===== config.mk =====
export PLATFORM = sky130hd
export DESIGN_NAME = pm_sleep_wake_ctrl
export DESIGN_NICKNAME = d
export VERILOG_FILES = /design/src/rtl/pm_sleep_wake_ctrl.sv
export SDC_FILE = /design/constraint.sdc
export NUM_CORES = 1
export LEC_CHECK = 0
export CAP_MARGIN = 30
export CORE_ASPECT_RATIO = 1.75
export CORE_UTILIZATION = 40
export CTS_CLUSTER_DIAMETER = 50
export DETAILED_ROUTE_END_ITERATION = 12
export GPL_ROUTABILITY_DRIVEN = 0
export PLACE_DENSITY_LB_ADDON = 0.05
export SYNTH_ARGS = -nofsm -noshare
export SYNTH_HDL_FRONTEND = slang
export SYNTH_SLANG_ARGS = --single-unit

===== constraint.sdc =====
create_clock -name clk -period 1.68 [get_ports clk]
set_input_delay 0.168 -clock clk [delete_from_list [all_inputs] [get_ports clk]]
set_output_delay 0.168 -clock clk [all_outputs]
set_load 0.03 [all_outputs]

===== src/rtl/pm_sleep_wake_ctrl.sv =====
// Always-on initiator for the PMU sleep / power-down handshake with masked wake and exit sequencing.
// Optional auto-wake down-counter is built only when WAKE_TIMER_EN is defined.
module pm_sleep_wake_ctrl #(
  parameter int NUM_WAKE      = 4,
  parameter int TIMER_W       = 16,
  parameter int ACK_TIMEOUT   = 64,
  parameter int SETTLE_CYCLES = 8
) (
  input  logic                clk,
  input  logic                rst,
  input  logic                req_sleep,
  input  logic                req_power_down,
  input  logic [NUM_WAKE-1:0] wake_src,
  input  logic [NUM_WAKE-1:0] wake_mask,
  input  logic [TIMER_W-1:0]  wake_timer_load,
  input  logic                pm_sleep_active,
  input  logic                pm_power_down_active,
  input  logic                err_clear,
  output logic                sleep_mode,
  output logic                power_down,
  output logic                cpu_hold,
  output logic                wake_pulse,
  output logic [NUM_WAKE:0]   wake_cause,
  output logic                err_timeout,
  output logic                busy
);

  localparam int CNT_MAX = (ACK_TIMEOUT > SETTLE_CYCLES) ? ACK_TIMEOUT : SETTLE_CYCLES;
  localparam int CNT_W   = $clog2(CNT_MAX + 1);

  typedef enum logic [2:0] {
    RUN, SLP_REQ, SLEEP, PD_REQ, PDOWN, EXIT, SETTLE
  } state_t;

  state_t             r_state;
  state_t             w_next;
  logic [CNT_W-1:0]   r_cnt;
  logic               w_wake;
  logic               w_timerHit;
  logic               w_ackTo;
  logic               w_settleDone;
  logic               w_setErr;

  logic               w_sleepNext;
  logic               w_pdNext;
  logic               w_holdNext;
  logic               w_pulseNext;
  logic               w_causeLoad;
  logic [NUM_WAKE:0]  w_causeNext;
  logic               w_errNext;

  logic               r_sleepMode;
  logic               r_powerDown;
  logic               r_hold;
  logic               r_pulse;
  logic [NUM_WAKE:0]  r_cause;
  logic               r_err;

  assign w_wake       = |(wake_src & wake_mask);
  assign w_ackTo      = (r_cnt >= CNT_W'(ACK_TIMEOUT - 1));
  assign w_settleDone = (r_cnt >= CNT_W'(SETTLE_CYCLES - 1));

`ifdef WAKE_TIMER_EN
  logic [TIMER_W-1:0] r_timer;

  // Loaded on the REQ->asleep edge; a load of zero never reaches the hit value of one.
  always_ff @(posedge clk or posedge rst) begin
    if (rst)
      r_timer <= '0;
    else if ((r_state == SLP_REQ && w_next == SLEEP) || (r_state == PD_REQ && w_next == PDOWN))
      r_timer <= wake_timer_load;
    else if ((r_state == SLEEP || r_state == PDOWN) && r_timer != '0)
      r_timer <= r_timer - 1'b1;
  end

  assign w_timerHit = (r_state == SLEEP || r_state == PDOWN) && (r_timer == TIMER_W'(1));
`else
  logic w_unusedTimerLoad;
  assign w_unusedTimerLoad = ^wake_timer_load;
  assign w_timerHit        = 1'b0;
`endif

  always_ff @(posedge clk or posedge rst) begin
    if (rst) begin
      r_state <= RUN;
      r_cnt   <= '0;
    end else begin
      r_state <= w_next;
      if (w_next != r_state)
        r_cnt <= '0;
      else if (r_cnt != '1)
        r_cnt <= r_cnt + 1'b1;
    end
  end

  // A wake seen while still requesting wins over a coincident ack; a released ack wins over timeout.
  always_comb begin
    w_next   = r_state;
    w_setErr = 1'b0;
    case (r_state)
      RUN: begin
        if (req_power_down)  w_next = PD_REQ;
        else if (req_sleep)  w_next = SLP_REQ;
      end
      SLP_REQ: begin
        if (w_wake)               w_next = EXIT;
        else if (pm_sleep_active) w_next = SLEEP;
        else if (w_ackTo) begin
          w_next   = EXIT;
          w_setErr = 1'b1;
        end
      end
      PD_REQ: begin
        if (w_wake)                    w_next = EXIT;
        else if (pm_power_down_active) w_next = PDOWN;
        else if (w_ackTo) begin
          w_next   = EXIT;
          w_setErr = 1'b1;
        end
      end
      SLEEP, PDOWN: begin
        if (w_wake || w_timerHit) w_next = EXIT;
      end
      EXIT: begin
        if (!pm_sleep_active && !pm_power_down_active) w_next = SETTLE;
        else if (w_ackTo) begin
          w_next   = SETTLE;
          w_setErr = 1'b1;
        end
      end
      SETTLE: begin
        if (w_settleDone) w_next = RUN;
      end
      default: w_next = RUN;
    endcase
  end

  always_comb begin
    w_sleepNext = (w_next == SLP_REQ) || (w_next == SLEEP);
    w_pdNext    = (w_next == PD_REQ)  || (w_next == PDOWN);
    w_holdNext  = (w_next != RUN);
    w_pulseNext = (r_state == SETTLE) && (w_next == RUN);
    w_causeLoad = (w_next == EXIT) && (r_state != EXIT);
    w_causeNext = {w_timerHit, wake_src & wake_mask};
    w_errNext   = w_setErr | (r_err & ~err_clear);
  end

  always_ff @(posedge clk or posedge rst) begin
    if (rst) begin
      r_sleepMode <= 1'b0;
      r_powerDown <= 1'b0;
      r_hold      <= 1'b0;
      r_pulse     <= 1'b0;
      r_cause     <= '0;
      r_err       <= 1'b0;
    end else begin
      r_sleepMode <= w_sleepNext;
      r_powerDown <= w_pdNext;
      r_hold      <= w_holdNext;
      r_pulse     <= w_pulseNext;
      r_err       <= w_errNext;
      if (w_causeLoad)
        r_cause <= w_causeNext;
    end
  end

  assign sleep_mode  = r_sleepMode;
  assign power_down  = r_powerDown;
  assign cpu_hold    = r_hold;
  assign busy        = r_hold;
  assign wake_pulse  = r_pulse;
  assign wake_cause  = r_cause;
  assign err_timeout = r_err;

endmodule


==> metrics.csv <==
stage;metric;value;unit
synthesis;Avg Cell Area, Syn;9.365;µm²
placed_design;IO buf count;24;
setup_path;Worst path slowest cell;dfrtp_1;
global_route;largest net degree at the start of global routing;20;
final_layout;Antenna Cells;0;
cts;cts hold-fix bufs;0;
die;IO Pins;42;
final_layout;P&R area growth vs syn;48.82;%
timing;f_max;0.5813;GHz
final_layout;Design Area, Final;1812;µm²
setup_path;CP startpoint kind;flop;
die;Starting Density;42.05;%
die;Vert. Die Dim;74.98;µm
detailed_routing;starting DRC count in detailed routing;31;
synthesis;post-synth top area share;39.05;%
global_route;final global-route overflow total;0;
final_layout;fraction of layout cells with a size suffix above 1;35.87;%
timing;RSZ-0062 raised after global routing;yes;
cts;H-tree Lvls;1;
cts;CTS tree;done;
synthesis;synth top area cells;dfrtp_1, mux2i_1, nor2_2;
final_layout;nets;217;
timing;final setup margin;-40.34;ps
cts;CTS max path bufs;2;
synthesis;number of synthesized flops with an enable pin;0;
run;max cap viols;0;
synthesis;Most used DFF post-synth;dfrtp_1;
setup_path;CP arrival;1910;ps
global_route;vias in the first global route;1185;
synthesis;largest area contributor in the netlist;dfrtp_1;
synthesis;register bit count reported by yosys;19;
die;die area;3277;µm²
setup_path;crit-path cells;ha_2 -> a21oi_4 -> o211a_1 -> a32oi_2 -> nand3_2 -> buf_4 -> buf_4 -> nor2_1;
final_layout;Layout fillers;249;
synthesis;synthesized instance count;130;
synthesis;Ys Warns;0;
synthesis;library cells used by synthesis;45;
cts;clock sink count;19;
timing;final setup vio count;12;
detailed_routing;Routed WL per cell;14.83;µm
detailed_routing;Vias;1156;
cts;Reg clk slew, reported paths;70;ps
setup_path;most frequent CP cell;buf_4;
detailed_routing;antenna-violating nets left;0;
die;site row count;26;
worst_hold_path;worst min-delay path class;primary input to asynchronous set/reset pin;
synthesis;count leader, synth;dfrtp_1;
pwr;leakage power;0.0008055;µW
placed_design;detailed placement HPWL;2432;µm
cts;Clk Latency, worst-skew pair;250;ps
status;failing checks;DRC, setup timing;
synthesis;Mapped Nets;162;
setup_path;CP max stage delay;360;ps
global_route;total global-route track usage;20.64;%
setup_path;CP Class;flop to flop;
setup_path;crit path buf inv count;2;
cts;CTS Root Cell;clkbuf_8;
detailed_routing;final WL;3145;µm
global_route;initial antenna violation count;0;
setup_path;Worst R2R Setup Slack;-40;ps
pwr;PwrDens;1554;nW/µm²
pwr;Total Power;2815;µW
detailed_routing;DRC;1;
global_route;first-pass GRT wire length;5071;µm
synthesis;Seq/Total Area, Yosys;39.05;%
timing;Clock Skews;3.115;ps
timing;max-slew violations;0;
timing;period utilization;102.4;%
die;Core ar.;2895;µm²
detailed_routing;Vias/cell;5.453;
synthesis;Synth Cell Area;1217;µm²
pwr;peak supply drop;0.7499;mV
placed_design;area post-placement;1663;µm²
timing;final hold violation count;0;
cts;CTS Buf Count;3;
timing;post-route minimum period;1720;ps
setup_path;CP top delay family;compound AO/OA/AOI/OAI gates;
synthesis;Async S/R FF share, synth;100.0;%
setup_path;critical path capture point type;flop;
detailed_routing;router iterations before antenna repair;8;
setup_path;Max Fanout on Critical Path;4;
synthesis;synth cell count leaders;dfrtp_1, inv_1, nor2_1;
status;outcome;finished, violations left;
die;die width;43.71;µm
setup_path;CP required;1870;ps
[through the flow]
step                      utilization (%)  instances  hold WS [ps]  worst slack (ps)  TNS [ps]
after floorplan                         -        130         119.1             6.868         0
after CTS                           61.62        210         242.8            -57.92    -436.1
after global placement              57.43        202         478.1            -264.7     -3512
after detailed placement            57.43        202         487.9            -302.0     -4163
after global routing                62.58        212         266.1            -142.3     -1483
final                               62.58        212         235.5            -40.34    -231.0
[flip-flops by register name (all words and copies together), names as in the netlist]
name and cells:
busy 1, err_timeout 1, power_down 1, r_cnt 7, r_state 3, sleep_mode 1, wake_cause 4, wake_pulse 1
[path summary, 6_finish.rpt]
| kind | startpoint | endpoint | depth (start not counted) |
|---|---|---|---|
| setup / recovery | r_cnt[1] | sleep_mode | 8 |
| hold / removal | rst | wake_cause[0] | 3 |
| setup reg to reg | r_cnt[1] | sleep_mode | 8 |
| hold reg to reg | err_timeout | err_timeout | 1 |
| max in group asynchronous | rst | r_state[1] | 3 |
| min in group clk | err_timeout | err_timeout | 1 |
[cells in the final DEF, fill, tap and decap left out, drive strengths merged, types with 5 or more instances in the layout]
master         netlist  final
a21oi                5      5
buf                  5     31
clkdlybuf4s50        0     24
dfrtp               19     19
inv                 11     11
mux2i                5      5
nand2                8      8
nand3               10     10
nor2                18     18
o21ai               10     10
[logic make-up (layout without fill, tap and decap cells)]
kind of cell             after synthesis  after routing  synth area share, %
AO/OA/AOI/OAI                         32             32                20.96
adder cells (fa/ha/maj)                1              1                1.028
XOR/XNOR                               3              3                2.159
AND/OR/NAND/NOR                       53             53                26.52
other                                  1              1               0.3080
flip-flops                            19             19                39.05
buffers and inverters                 16             70                5.857
multiplexers                           5              5                4.111
[where the power goes]
| group | switching [µW] | internal (µW) | leakage, µW | total (µW) |
|---|---|---|---|---|
| Sequential | 127 | 585 | 0.000243 | 712 |
| Combinational | 921 | 866 | 0.000537 | 1790 |
| Clock | 152 | 165 | 0.0000255 | 316 |
| Total | 1200 | 1620 | 0.000805 | 2820 |
[worst reg2reg max path, delay by kind of cell (launching register included)]
kind | cells | cell delay (ps)
compound gates | 3 | 520
fa+ha+maj | 1 | 210
buf+inv | 2 | 300
flops | 1 | 360
simple gates | 2 | 270
[what timing repair did]
action	4_1_cts	5_1_grt
gates resized for setup	7	5
setup buffers	4	2
endpoints found under the setup margin	13	15
pin swaps	16	7
[metal layers]
metal / share of wire (%) / GRT usage (%)
met4: 2.4 / 7.639
met5: 0 / 0
met3: 2.1 / 2.638
met2: 58 / 40.63
met1: 37 / 21.31
[area by class of cell]
class	count	area (µm²)	share of cell area, %
inverter	11	41.29	2.279
clock buffer	3	41.29	2.279
clock inverter	1	5.005	0.2762
multi-input combinational	95	734.5	40.54
timing repair buffer	55	476.7	26.31
sequential	19	478.0	26.38
tap	28	35.03	1.934
(Power assumes the default switching activity.)
